`config.mk`:
```
export PLATFORM = sky130hd
export DESIGN_NAME = addsub_seq
export DESIGN_NICKNAME = d
export VERILOG_FILES = /design/src/rtl/addsub_pkg.sv /design/src/rtl/addsub_chunk.sv /design/src/rtl/addsub_seq.sv
export SDC_FILE = /design/constraint.sdc
export NUM_CORES = 1
export LEC_CHECK = 0
export ABC_AREA = 0
export BUFFER_PORTS_ARGS = -buffer_cell sky130_fd_sc_hd__buf_2
export CAP_MARGIN = 20
export CORE_MARGIN = 8
export CORE_UTILIZATION = 36
export CTS_CLUSTER_DIAMETER = 200
export CTS_CLUSTER_SIZE = 14
export DETAILED_ROUTE_END_ITERATION = 16
export SLEW_MARGIN = 20
export SYNTH_ARGS = -nofsm -noshare
export SYNTH_HDL_FRONTEND = slang
export SYNTH_SLANG_ARGS = --single-unit
```
`constraint.sdc`:
```
create_clock -name clk -period 6.55 [get_ports clk]
set_input_delay 0.3275 -clock clk [delete_from_list [all_inputs] [get_ports clk]]
set_output_delay 0.3275 -clock clk [all_outputs]
set_load 0.1 [all_outputs]
```
`src/rtl/addsub_pkg.sv`:
```
`default_nettype none
// ============================================================================
//  Module  : addsub_pkg
//  Purpose : Shared types and helpers for the chunked adder-subtractor.
//            - state_e    : sequencer states (IDLE, BUSY, DONE)
//            - sat_limit(): saturation limit for a given result width
//  Ports   : none (package)
//  Rev     : 1.0  initial release
// ============================================================================
package addsub_pkg;

   typedef enum logic [1:0] {
      IDLE = 2'd0,
      BUSY = 2'd1,
      DONE = 2'd2
   } state_e;

   // Widest result the limit helper can describe; users slice the low bits.
   localparam int SAT_MAX_W = 64;

   // Signed saturation limit for a width-bit result.
   // neg = 0 -> 0111...1 (most positive), neg = 1 -> 1000...0 (most negative).
   function automatic logic [SAT_MAX_W-1:0] sat_limit(input int width, input logic neg);
      logic [SAT_MAX_W-1:0] lim;
      lim = '0;
      for (int i = 0; i < SAT_MAX_W; i++) begin
         if (i < width - 1) begin
            lim[i] = ~neg;
         end else if (i == width - 1) begin
            lim[i] = neg;
         end
      end
      return lim;
   endfunction

endpackage : addsub_pkg
`default_nettype wire

```
`src/rtl/addsub_chunk.sv`:
```
`default_nettype none
// ============================================================================
//  Module  : addsub_chunk
//  Purpose : Combinational CHUNK-bit ripple adder slice.
//  Ports   : a, b   - CHUNK-bit addends
//            cin    - carry into bit 0
//            s      - CHUNK-bit sum
//            cout   - carry out of the slice MSB
//            c_msb  - carry into the slice MSB (for signed overflow)
//  Rev     : 1.0  initial release
// ============================================================================
module addsub_chunk #(
   parameter int CHUNK = 4
) (
   input  logic [CHUNK-1:0] a,
   input  logic [CHUNK-1:0] b,
   input  logic             cin,
   output logic [CHUNK-1:0] s,
   output logic             cout,
   output logic             c_msb
);

   // carry[i] is the carry into bit i; carry[CHUNK] is the slice carry-out.
   logic [CHUNK:0] carry;

   always_comb begin
      carry    = '0;
      s        = '0;
      carry[0] = cin;
      for (int i = 0; i < CHUNK; i++) begin
         s[i]         = a[i] ^ b[i] ^ carry[i];
         carry[i + 1] = (a[i] & b[i]) | (a[i] & carry[i]) | (b[i] & carry[i]);
      end
   end

   assign cout  = carry[CHUNK];
   assign c_msb = carry[CHUNK-1];

endmodule : addsub_chunk
`default_nettype wire

```
`src/rtl/addsub_seq.sv`:
```
`default_nettype none
// ============================================================================
//  Module  : addsub_seq
//  Purpose : Multi-cycle signed/unsigned adder-subtractor. One CHUNK-bit
//            slice is reused LSB-chunk first, one chunk per cycle, with the
//            carry kept in a register. Valid/ready on both sides, signed
//            overflow detection, optional saturation, carry-out and zero.
//  Ports   : clk, rst            - clock, synchronous active-high reset
//            in_valid/in_ready   - request handshake
//            A, B, sub, sat      - operands, 1=A-B, 1=saturate on overflow
//            out_valid/out_ready - result handshake
//            Sum, Ovfl, Cout, Zero - result and flags (held while stalled)
//  Rev     : 1.0  initial release
// ============================================================================
module addsub_seq
   import addsub_pkg::*;
#(
   parameter int WIDTH = 16,
   parameter int CHUNK = 4
) (
   input  logic             clk,
   input  logic             rst,
   input  logic             in_valid,
   output logic             in_ready,
   input  logic [WIDTH-1:0] A,
   input  logic [WIDTH-1:0] B,
   input  logic             sub,
   input  logic             sat,
   output logic             out_valid,
   input  logic             out_ready,
   output logic [WIDTH-1:0] Sum,
   output logic             Ovfl,
   output logic             Cout,
   output logic             Zero
);

   localparam int NCHUNK = WIDTH / CHUNK;
   localparam int IDX_W  = (NCHUNK > 1) ? $clog2(NCHUNK) : 1;
   localparam logic [IDX_W-1:0] LAST_IDX = IDX_W'(NCHUNK - 1);

   localparam logic [SAT_MAX_W-1:0] SAT_POS_FULL = sat_limit(WIDTH, 1'b0);
   localparam logic [SAT_MAX_W-1:0] SAT_NEG_FULL = sat_limit(WIDTH, 1'b1);
   localparam logic [WIDTH-1:0]     SAT_POS      = SAT_POS_FULL[WIDTH-1:0];
   localparam logic [WIDTH-1:0]     SAT_NEG      = SAT_NEG_FULL[WIDTH-1:0];

   state_e             state_q, state_d;
   logic [WIDTH-1:0]   a_q, a_d;
   logic [WIDTH-1:0]   bx_q, bx_d;      // B, or ~B for subtract
   logic [WIDTH-1:0]   sum_q, sum_d;
   logic               sat_q, sat_d;
   logic               carry_q, carry_d;
   logic [IDX_W-1:0]   idx_q, idx_d;
   logic               ovfl_q, ovfl_d;
   logic               cout_q, cout_d;
   logic               zero_q, zero_d;

   logic [CHUNK-1:0]   ch_a, ch_b, ch_s;
   logic               ch_cout, ch_cmsb;
   logic               accept;

   assign ch_a = a_q[int'(idx_q)*CHUNK +: CHUNK];
   assign ch_b = bx_q[int'(idx_q)*CHUNK +: CHUNK];

   addsub_chunk #(
      .CHUNK (CHUNK)
   ) u_chunk (
      .a     (ch_a),
      .b     (ch_b),
      .cin   (carry_q),
      .s     (ch_s),
      .cout  (ch_cout),
      .c_msb (ch_cmsb)
   );

   // Ready in DONE only when the current result is being consumed, so a new
   // request can be taken on the same edge the old result leaves.
   assign in_ready  = (state_q == IDLE) | ((state_q == DONE) & out_ready);
   assign accept    = in_valid & in_ready;
   assign out_valid = (state_q == DONE);

   always_comb begin
      state_d = state_q;
      a_d     = a_q;
      bx_d    = bx_q;
      sum_d   = sum_q;
      sat_d   = sat_q;
      carry_d = carry_q;
      idx_d   = idx_q;
      ovfl_d  = ovfl_q;
      cout_d  = cout_q;
      zero_d  = zero_q;

      unique case (state_q)
         IDLE: begin
            // waiting for a request; accept handled below
         end
         BUSY: begin
            sum_d[int'(idx_q)*CHUNK +: CHUNK] = ch_s;
            carry_d = ch_cout;
            if (idx_q == LAST_IDX) begin
               state_d = DONE;
               cout_d  = ch_cout;
               // Carry into vs. out of the MSB disagree exactly on signed overflow.
               ovfl_d  = ch_cmsb ^ ch_cout;
               if (sat_q && ovfl_d) begin
                  // Overflow direction follows A's sign: both addends share it.
                  sum_d = a_q[WIDTH-1] ? SAT_NEG : SAT_POS;
               end
               zero_d = (sum_d == '0);
            end else begin
               idx_d = idx_q + 1'b1;
            end
         end
         DONE: begin
            if (out_ready && !in_valid) begin
               state_d = IDLE;
            end
         end
         default: begin
            state_d = IDLE;
         end
      endcase

      // accept is only possible in IDLE/DONE, never overlaps the BUSY update.
      if (accept) begin
         a_d     = A;
         bx_d    = sub ? ~B : B;
         sat_d   = sat;
         carry_d = sub;          // +1 completes the two's complement of B
         idx_d   = '0;
         state_d = BUSY;
      end
   end

   always_ff @(posedge clk) begin
      if (rst) begin
         state_q <= IDLE;
         a_q     <= '0;
         bx_q    <= '0;
         sum_q   <= '0;
         sat_q   <= 1'b0;
         carry_q <= 1'b0;
         idx_q   <= '0;
         ovfl_q  <= 1'b0;
         cout_q  <= 1'b0;
         zero_q  <= 1'b0;
      end else begin
         state_q <= state_d;
         a_q     <= a_d;
         bx_q    <= bx_d;
         sum_q   <= sum_d;
         sat_q   <= sat_d;
         carry_q <= carry_d;
         idx_q   <= idx_d;
         ovfl_q  <= ovfl_d;
         cout_q  <= cout_d;
         zero_q  <= zero_d;
      end
   end

   assign Sum  = sum_q;
   assign Ovfl = ovfl_q;
   assign Cout = cout_q;
   assign Zero = zero_q;

endmodule : addsub_seq
`default_nettype wire
```
-- Yosys cells after proc, flatten, opt, wreduce, memory -nomap -nowiden
Cells that the tools add are included.
- add/sub/neg operators: 2
- equal/unequal tests: 8
- shift-type cells: 4
- muxes and demuxes: 13
- bitwise gates (word level): 35
- reductions and logical operators: 11
- operators by type and width (operator ; number):
    16-bit 2-to-1 mux ; 6
    4-bit negation with 33-bit output ; 1
    4-bit by 33-bit variable shift with 16-bit output (first input constant) ; 1
    4-bit by 33-bit variable part select with 16-bit output ; 1
    16-bit by 5-bit variable part select with 4-bit output ; 2
    16-bit bitwise mux ; 1
    16-bit logical NOT ; 1
    16-bit inverter ; 1
    1-bit AND ; 14
    1-bit bitwise OR ; 9
    1-bit XOR ; 9
    2-bit one-hot mux with 3 select lines ; 1
    3-bit AND reduction ; 2
    2-bit equality test (second input constant) ; 2
    2-bit 2-to-1 mux ; 2
    2-bit != test (second input constant) ; 2
    2-bit AND reduction ; 2
    1-bit 2-to-1 mux ; 3
    3-bit by 1-bit != test with 1-bit output (second input constant) ; 1
    3-bit != test (second input constant) ; 1
    2-bit by 1-bit adder with 2-bit output (second input constant) ; 1
    2-bit by 1-bit equality test with 1-bit output (second input constant) ; 1
    1-bit logical AND ; 2
    2-bit logical NOT ; 1
    5 further kinds ; 6
- register bits after elaboration: 57
- input port bits: 38
- output and inout bits: 21
- logic and storage cells: 84

-- Longest topological paths before layout
Gate-level depths: netlist of the first run.
- depth after elaboration: 19
- gate-level depth with buffers: 15
- gate-level depth less buffers: 12

-- Modules after synthesis
A second synthesis of the first run with hierarchy kept.
- cells, all modules: 353
- area, all modules: 3086.7 um^2
- modules (own cells, without submodules) (module ; instances ; cells an instance ; area each (um^2) ; seq. area each (um^2)):
    addsub_seq ; 1 ; 339 ; 2969.1 ; 1141.1
    addsub_chunk ; 1 ; 14 ; 117.6 ; 0.0

-- Worst setup path after synthesis of the first run
Ideal clock, no wire load.
- path type: register -> register
- start point: register idx_q[0]
- end point: register sum_q[2], in the netlist Sum[2]
- arrival: 3.845 ns
- required time: 6.418 ns
- path slack: 2.573 ns
- stages on the path, launching flop included: 16
- period minus slack after synthesis: 3.977 ns
- path through: dfxtp_1 -> buf_4 -> buf_2 -> mux4_2 -> fa_1 -> inv_1 -> fa_1 -> inv_1 -> fa_1 -> fa_1 -> xor2_2 -> and3_1 -> buf_2 -> a221o_2 -> nand3_1 -> a21oi_1
- word-level cells in the longest chain between the ends: 19
- elaborated cells on any way between the ends: 41
- RTL lines (item ; line ; text):
    start, declared ; addsub_seq.sv:52 ; logic [IDX_W-1:0] idx_q, idx_d;
    start signal, assigned ; addsub_seq.sv:154 ; idx_q <= idx_d;
    16-bit by 5-bit variable part select with 4-bit output, on equally long branches ; addsub_seq.sv:61, addsub_seq.sv:62 ;
    1-bit AND ; addsub_chunk.sv:32 ; carry[i + 1] = (a[i] & b[i]) | (a[i] & carry[i]) | (b[i] & carry[i]);
    1-bit bitwise OR (2 in series) ; addsub_chunk.sv:32 ;
    1-bit AND ; addsub_chunk.sv:32 ;
    1-bit bitwise OR (2 in series) ; addsub_chunk.sv:32 ;
    1-bit AND ; addsub_chunk.sv:32 ;
    1-bit bitwise OR (2 in series) ; addsub_chunk.sv:32 ;
    1-bit AND ; addsub_chunk.sv:32 ;
    1-bit bitwise OR ; addsub_chunk.sv:32 ;
    1-bit bitwise OR (*) ; addsub_chunk.sv:32 ;
    named net ch_cout ; addsub_seq.sv:58 ; logic ch_cout, ch_cmsb;
    1-bit XOR (*) ; addsub_seq.sv:104 ; ovfl_d = ch_cmsb ^ ch_cout;
    1-bit logical AND (*) ; addsub_seq.sv:105 ; if (sat_q && ovfl_d) begin
    16-bit 2-to-1 mux (*) ; addsub_seq.sv:105 ;
    16-bit 2-to-1 mux (*) ; addsub_seq.sv:100 ; if (idx_q == LAST_IDX) begin
    16-bit 2-to-1 mux (*) ; addsub_seq.sv:93 ; unique case (state_q)
    16-bit 2-to-1 mux (*) ; addsub_seq.sv:100 ;
    end signal, assigned ; addsub_seq.sv:151 ; sum_q <= sum_d;
    end, declared ; addsub_seq.sv:49 ; logic [WIDTH-1:0] sum_q, sum_d;
The timed path passes the listed nets; every way through them passes the cells marked *. The select of a mux whose other input is x is not followed.
A chain may end at the register's enable or synchronous reset.

-- Worst setup path after layout of the first run
- start point: register idx_q[0]
- end point: register sum_q[15], in the netlist Sum[15]
The elaborated chain is that of the path after synthesis.

==> reports/summary.log, run 1 <==
[timing] smallest hold slack 0.224 ns
[worst_hold_path] start point of the worst hold path A[8]
[yosys] EDFF count, synth 0
[detailed_routing] Vias per Instance 5.01
[detailed_routing] router iterations before antenna repair 4
[clock_tree] clock tree from TritonCTS yes
[critical_path] required arrival time at the worst endpoint 6.81 ns
[yosys] library cell with the largest summed area after synthesis dfxtp_1
[yosys] post-synthesis net count 404
[pwr] leakage power 0.00143 uW
[critical_path] reg2reg setup slack 2.22 ns
[critical_path] critical path arrival 4.59 ns
[clock_tree] root cell of the clock tree clkbuf_8
[yosys] sequential cell area fraction in the yosys report 38.3%
[yosys] asr flop ratio synth 0%
[critical_path] capturing element type of the critical path flop
[layout] Final nets 448
[timing] RSZ-0062 raised after global routing no
[critical_path] startpoint of the worst register-to-register path idx_q[0]$_SDFFE_PP0P_
[layout] layout overhead on the synthesized area 18.2%
[detailed_routing] antenna viol nets, final 0
[run] Maximum Capacitance Violations 0
[clock_tree] Clock Path Buffers 2
[detailed_routing] mean routed wirelength per cell 14.5 um
[placed_design] GP Congestion 0.872
[floorplan] die span in x 107 um
[detailed_routing] DRC 0
[pwr] switching share of total power 27.7%
[layout] Inserted Diodes 0
[detailed_routing] overall routed net length 7.38 mm
[detailed_routing] Starting DRT DRC Count 112
[grt] total global-route track usage 13.1%
[yosys] most instantiated flip-flop cell in the synthesis netlist dfxtp_1
[pwr] power share of the combinational group 17.3%
[grt] first-pass GRT wire length 12.2 mm
[yosys] Area contributors post-synth dfxtp_1 38%, nand2_1 8.3%, a21oi_1 6.7%
[floorplan] site row count 33
[clock_tree] CTS buffer count 9
[layout] Cell Count, Final, Fillers Out 510
[critical_path] r2r endpoint Sum[15]$_SDFFE_PP0P_
[pwr] fraction of power consumed by sequential logic 41.6%
[grt] via count of the first global-routing pass 2537
[floorplan] Die Outline Area 11500 um2
[layout] most frequent standard cell in the layout excluding fill and tap cells nand2_1
[critical_path] origin of the worst setup path idx_q[0]$_SDFFE_PP0P_
[critical_path] worst-case reg-to-reg path depth 12
[layout] share of post-route cells with drive strength above 1 22.0%
[timing] Worst slew margin 29.0%
[clock_tree] number of sinks handled by clock tree synthesis 57
[yosys] total number of yosys warnings 0
[critical_path] CP max FO 16
[layout] filler cell count 812
[placed_design] count of input and output buffers 58
[timing] hold violation total from the final report 0
[critical_path] Setup CP Type flop to flop
[yosys] Mapped Area 2980 um2
[pwr] power consumption 917 uW
[clock_tree] post-CTS sizing 0
[placed_design] half-perimeter wire length of the detailed placement result 5.33 mm
[floorplan] die boundary height 107 um
[yosys] Post-Syn Instances 356
[grt] largest net degree at the start of global routing 59
[clock_tree] total of hold buffers inserted after clock tree synthesis 0
[layout] Final Core Density 43.3%
[clock_tree] later-pin clock latency in the skew report 0.34 ns
[critical_path] kind of start point of the critical path flop
[grt] antenna violations before repair 0
[timing] Max Slew Vio Count 0
[pwr] worst vdd ir 139 uV
[pwr] net switching power of the design 254 uW
[yosys] average instance area after synthesis 8.38 um2
[detailed_routing] via count 2554
[clock_tree] depth of the CTS H-tree 3
[floorplan] core area 8130 um2
[pwr] Int Power 663 uW
[grt] total congestion overflow 0
[yosys] flip-flop and latch count after synthesis 57
[timing] worst slew pin tran 1.06 ns
[pwr] proportion of power drawn by the clock network 41.1%
[yosys] Unique masters post-synth 37
[timing] final critical delay including setup and external delays 4.33 ns
[pwr] power density over cell area 260 nW/um2
[timing] Fmax 0.231 GHz
[timing] crit share post-route 66.1%
[placed_design] placed insts 494
[clock_tree] CTS clk-pin slew, worst paths 0.07 ns
[timing] final setup violation count 0
[worst_hold_path] hold crit path type primary input to flop
[layout] most used cells in the layout excluding fill and tap cells 66 x nand2_1, 58 x buf_2, 57 x dfxtp_1, 40 x a21oi_1, 31 x nor2_1
[clock_tree] number of post-CTS setup repair buffers 0
[critical_path] end of the critical path Sum[15]$_SDFFE_PP0P_
[timing] Worst Clk Skew 0.00980 ns
[floorplan] starting utilization of the core area 36.7%
[yosys] Yosys top cell area share 38.3%
[status] outcome complete, no violations
[timing] summed negative setup slack over all endpoints 0 ns
[floorplan] count of pins on the block boundary 59
[power by group through the flow]
stage / clock, uW / sequential, uW / combinational, uW
finish: 376 / 381 / 159
global route: 402 / 384 / 176
detailed placement: 0 / 389 / 159
global placement: 0 / 389 / 157
CTS: 387 / 382 / 160
floorplan: 0 / 400 / 109
[stage by stage]
stage / instance area, um2 / setup slack [ns]
4_1_cts: 3520 / 2.20
3_3_place_gp: 3290 / 2.28
5_1_grt: 3520 / 1.89
3_5_place_dp: 3290 / 2.22
6_report: 3520 / 2.22
2_1_floorplan: 2980 / 2.57
[cells in the mapped netlist, types with 3 or more instances]
library cell,count
xnor2_1,17
a31oi_1,6
nand2_1,66
buf_4,3
inv_1,10
nor3_1,3
a21oi_1,40
nor2_1,31
nand3_1,15
a211oi_1,18
dfxtp_1,57
nand4_1,4
clkbuf_1,11
buf_2,12
nor2b_1,15
fa_1,4
ha_1,6
o211ai_1,6
mux4_2,8
[metal layers]
layer	track usage (%)	part of all wire [%]	up-vias
met3	3.84	5.8	9
met1	16.4	48	1139
met2	20.6	45	75
met4	5.13	1.3	0
met5	0	0	-
li1	-	-	1331
[critical path, cell delays in order (launching register included)]
cell and delay (ns):
dfxtp_1 0.58, mux4_2 0.58, fa_1 0.40, inv_1 0.08
fa_1 0.16, inv_1 0.05, fa_1 0.44, fa_1 0.53
xor2_2 0.33, nand4_1 0.59, o21ai_0 0.25, nand2_1 0.09
a21oi_1 0.17
[state kept, by name, indices dropped and copies added (netlist names)]
| signal | cells |
|---|---|
| Ovfl | 1 |
| carry_q | 1 |
| Cout | 1 |
| state_q | 2 |
| sat_q | 1 |
| a_q | 16 |
| Zero | 1 |
| Sum | 16 |
| bx_q | 16 |
| idx_q | 2 |
[cell families after synthesis]
kind of cell	count (synthesis)	share of synthesized area [%]
AO/OA/AOI/OAI	82	17.4
XOR/XNOR	18	5.54
adder cells (fa/ha/maj)	10	5.20
buffers and inverters	37	5.54
flip-flops	57	38.3
multiplexers	10	6.71
AND/OR/NAND/NOR	142	21.3
[layout make-up]
type | count | area, um2 | area share [%]
clock buffers | 12 | 155 | 4.40
repair buffers | 60 | 305 | 8.66
multi-input cells | 262 | 1680 | 47.6
clock inverters | 4 | 75.1 | 2.13
well taps | 105 | 131 | 3.73
inverters | 10 | 37.5 | 1.07
flip-flops and latches | 57 | 1140 | 32.4
[worst min-delay path by stage]
stage / to / cells after the start
after global placement: a_q[5]$_SDFFE_PP0P_ / 2
after CTS: a_q[2]$_SDFFE_PP0P_ / 3
after floorplan: a_q[10]$_SDFFE_PP0P_ / 2
after detailed placement: a_q[5]$_SDFFE_PP0P_ / 2
after global routing: a_q[6]$_SDFFE_PP0P_ / 3
final: a_q[8]$_SDFFE_PP0P_ / 3
No activity file was read; power rests on OpenSTA's default activity.
==> inputs of run 2 (changes only) <==
==> constraint.sdc (replaced) <==
create_clock -name clk -period 4.4 [get_ports clk]
set_input_delay 0.22 -clock clk [delete_from_list [all_inputs] [get_ports clk]]
set_output_delay 0.22 -clock clk [all_outputs]
set_load 0.1 [all_outputs]
==> run 2 against run 1 <==
  * First-iteration DRC count down 14%
  * Routed wire length increased by 2.2%
  * Combinational power grew 50%
  * Cell area down 0.39%
  * Worst setup slack got worse by 1.7 ns
  * Worst hold slack lost 0.12 ns
  * Global-route usage increased by 1.1 points
  * Critical endpoint is now Sum[2]$_SDFFE_PP0P_
==> reports/summary.log, run 2 (same netlist as run 1, synthesis figures left out) <==
[critical_path] startpoint of the worst register-to-register path idx_q[0]$_SDFFE_PP0P_
[detailed_routing] Vias per Instance 5.03 [+0.39%]
[layout] layout overhead on the synthesized area 17.7%
[floorplan] die span in x 107 um [unchanged]
[layout] most used cells in the layout excluding fill and tap cells 66 x nand2_1, 58 x buf_2, 57 x dfxtp_1, 40 x a21oi_1, 31 x nor2_1
[floorplan] site row count 33 [unchanged]
[clock_tree] total of hold buffers inserted after clock tree synthesis 0 [unchanged]
[worst_hold_path] depth of the worst hold-timing path 3 [unchanged]
[layout] Final nets 451 [+0.67%]
[critical_path] reg2reg setup slack 0.49 ns [-1.73 ns]
[clock_tree] number of post-CTS setup repair buffers 0 [unchanged]
[detailed_routing] antenna viol nets, final 0 [unchanged]
[layout] Inserted Diodes 0 [unchanged]
[timing] final critical delay including setup and external delays 3.91 ns [-0.424 ns]
[clock_tree] CTS buffer count 9 [unchanged]
[timing] Worst slew margin 28.7% [-0.33 points]
[timing] summed negative setup slack over all endpoints 0 ns [unchanged]
[timing] worst slew pin tran 1.07 ns [+0.00502 ns]
[clock_tree] Clock Path Buffers 2 [unchanged]
[critical_path] Setup CP Type flop to flop
[worst_hold_path] start point of the worst hold path A[11]
[pwr] leakage power 0.00143 uW [+0.29%]
[timing] crit share post-route 88.8% [+23 points]
[critical_path] origin of the worst setup path idx_q[0]$_SDFFE_PP0P_
[floorplan] starting utilization of the core area 36.7% [unchanged]
[critical_path] required arrival time at the worst endpoint 4.57 ns [-2.24 ns]
[critical_path] worst-case reg-to-reg path depth 12 [unchanged]
[critical_path] kind of start point of the critical path flop
[detailed_routing] via count 2574 [+0.78%]
[run] Maximum Capacitance Violations 0 [unchanged]
[clock_tree] post-CTS sizing 0 [unchanged]
[floorplan] Die Outline Area 11500 um2 [unchanged]
[clock_tree] root cell of the clock tree clkbuf_8
[timing] final setup violation count 0 [unchanged]
[timing] Max Slew Vio Count 0 [unchanged]
[placed_design] half-perimeter wire length of the detailed placement result 5.46 mm [+2.4%]
[timing] Worst Clk Skew 0.00982 ns [+0.0000170 ns]
[critical_path] r2r endpoint Sum[2]$_SDFFE_PP0P_
[grt] via count of the first global-routing pass 2644 [+4.2%]
[critical_path] critical path arrival 4.08 ns [-0.51 ns]
[detailed_routing] Starting DRT DRC Count 96 [-14%]
[timing] Fmax 0.256 GHz [+11%]
[placed_design] GP Congestion 0.886 [+1.6%]
[detailed_routing] router iterations before antenna repair 4 [unchanged]
[detailed_routing] DRC 0 [unchanged]
[clock_tree] depth of the CTS H-tree 3 [unchanged]
[layout] final standard cell area without fillers 3510 um2 [-0.39%]
[clock_tree] later-pin clock latency in the skew report 0.34 ns [about the same]
[status] outcome complete, no violations
[clock_tree] number of sinks handled by clock tree synthesis 57 [unchanged]
[layout] share of post-route cells with drive strength above 1 22.6% [+0.63 points]
[grt] largest net degree at the start of global routing 59 [unchanged]
[layout] most frequent standard cell in the layout excluding fill and tap cells nand2_1
[grt] antenna violations before repair 0 [unchanged]
[critical_path] capturing element type of the critical path flop
[placed_design] placed insts 497 [+0.61%]
[floorplan] core area 8130 um2 [unchanged]
[clock_tree] clock tree from TritonCTS yes
[critical_path] CP max FO 7 [-9]
[clock_tree] CTS clk-pin slew, worst paths 0.07 ns [about the same]
[worst_hold_path] hold crit path type primary input to flop
[detailed_routing] mean routed wirelength per cell 14.7 um [+1.8%]
[worst_hold_path] Min-Delay Endpoint a_q[11]$_SDFFE_PP0P_
[pwr] power density over cell area 368 nW/um2 [+41%]
[detailed_routing] overall routed net length 7.55 mm [+2.2%]
[floorplan] die boundary height 107 um [unchanged]
[pwr] power consumption 1290 uW [+41%]
[pwr] worst vdd ir 219 uV [+58%]
[grt] first-pass GRT wire length 13.0 mm [+7.0%]
[layout] Cell Count, Final, Fillers Out 512 [+0.39%]
[grt] total congestion overflow 0 [unchanged]
[placed_design] total placed instance area 3310 um2 [+0.61%]
[placed_design] count of input and output buffers 58 [unchanged]
[floorplan] count of pins on the block boundary 59 [unchanged]
[timing] hold violation total from the final report 0 [unchanged]
[grt] total global-route track usage 14.2% [+1.1 points]
[timing] RSZ-0062 raised after global routing no
==> run 2: changes by cell type in the layout (fill, tap and decap cells not counted), sizes merged <==
cell / previous run / this run
clkinvlp: 2 / 1
clkinv: 0 / 3
bufinv: 2 / 1
clkbuf: 12 / 10
buf: 60 / 63
==> run 2: where the power goes <==
| group | switching, uW | total (uW) | internal [uW] |
|---|---|---|---|
| clock network | 213 | 485 | 272 |
| registers | 21.2 | 567 | 546 |
| logic | 147 | 239 | 92.0 |
| total | 381 | 1290 | 910 |
==> run 2: layout make-up <==
cell class,count,area (um2)
Clock inverter,5,56.3
Multi-Input combinational cell,262,1680
Inverter,10,37.5
Fill cell,855,4620
Timing Repair Buffer,63,328
Sequential cell,57,1140
Tap cell,105,131
Clock buffer,10,138
==> run 2: metal layers <==
layer  wire (um)  up-vias  global-route usage, %  part of all wire (%)
met3         447       10                   5.16                   5.9
met4          94        0                   4.52                   1.2
met1        3430     1179                   17.8                    46
met5           0        -                      0                     0
met2        3570       62                   22.2                    47
li1            -     1323                      -                     -
==> run 2: worst max-delay path by stage <==
stage / endpoint / slack (ns)
2_1_floorplan: Sum[2]$_SDFFE_PP0P_ / 0.42
5_1_grt: Sum[2]$_SDFFE_PP0P_ / 0.26
3_3_place_gp: Sum[3]$_SDFFE_PP0P_ / 0.60
6_report: Sum[2]$_SDFFE_PP0P_ / 0.49
4_1_cts: Sum[2]$_SDFFE_PP0P_ / 0.44
3_5_place_dp: Sum[2]$_SDFFE_PP0P_ / 0.49
==> run 2: per-stage QoR <==
step | setup slack [ns] | util, % | hold WS (ns)
4_1_cts | 0.444 | 43.1 | 0.0915
6_report | 0.493 | 43.1 | 0.109
3_5_place_dp | 0.488 | 40.7 | 0.447
3_3_place_gp | 0.600 | 40.7 | 0.439
2_1_floorplan | 0.423 | - | 0.356
5_1_grt | 0.257 | 43.1 | 0.106
==> run 2: worst max-delay path: stages, from the launching register on <==
cell and delay (ns):
dfxtp_1 0.52, mux4_2 0.57, fa_1 0.40, inv_1 0.08
fa_1 0.16, inv_1 0.05, fa_1 0.45, fa_1 0.52
xor2_2 0.24, and3_1 0.29, a221o_2 0.32, nand3_1 0.08
a21oi_1 0.06
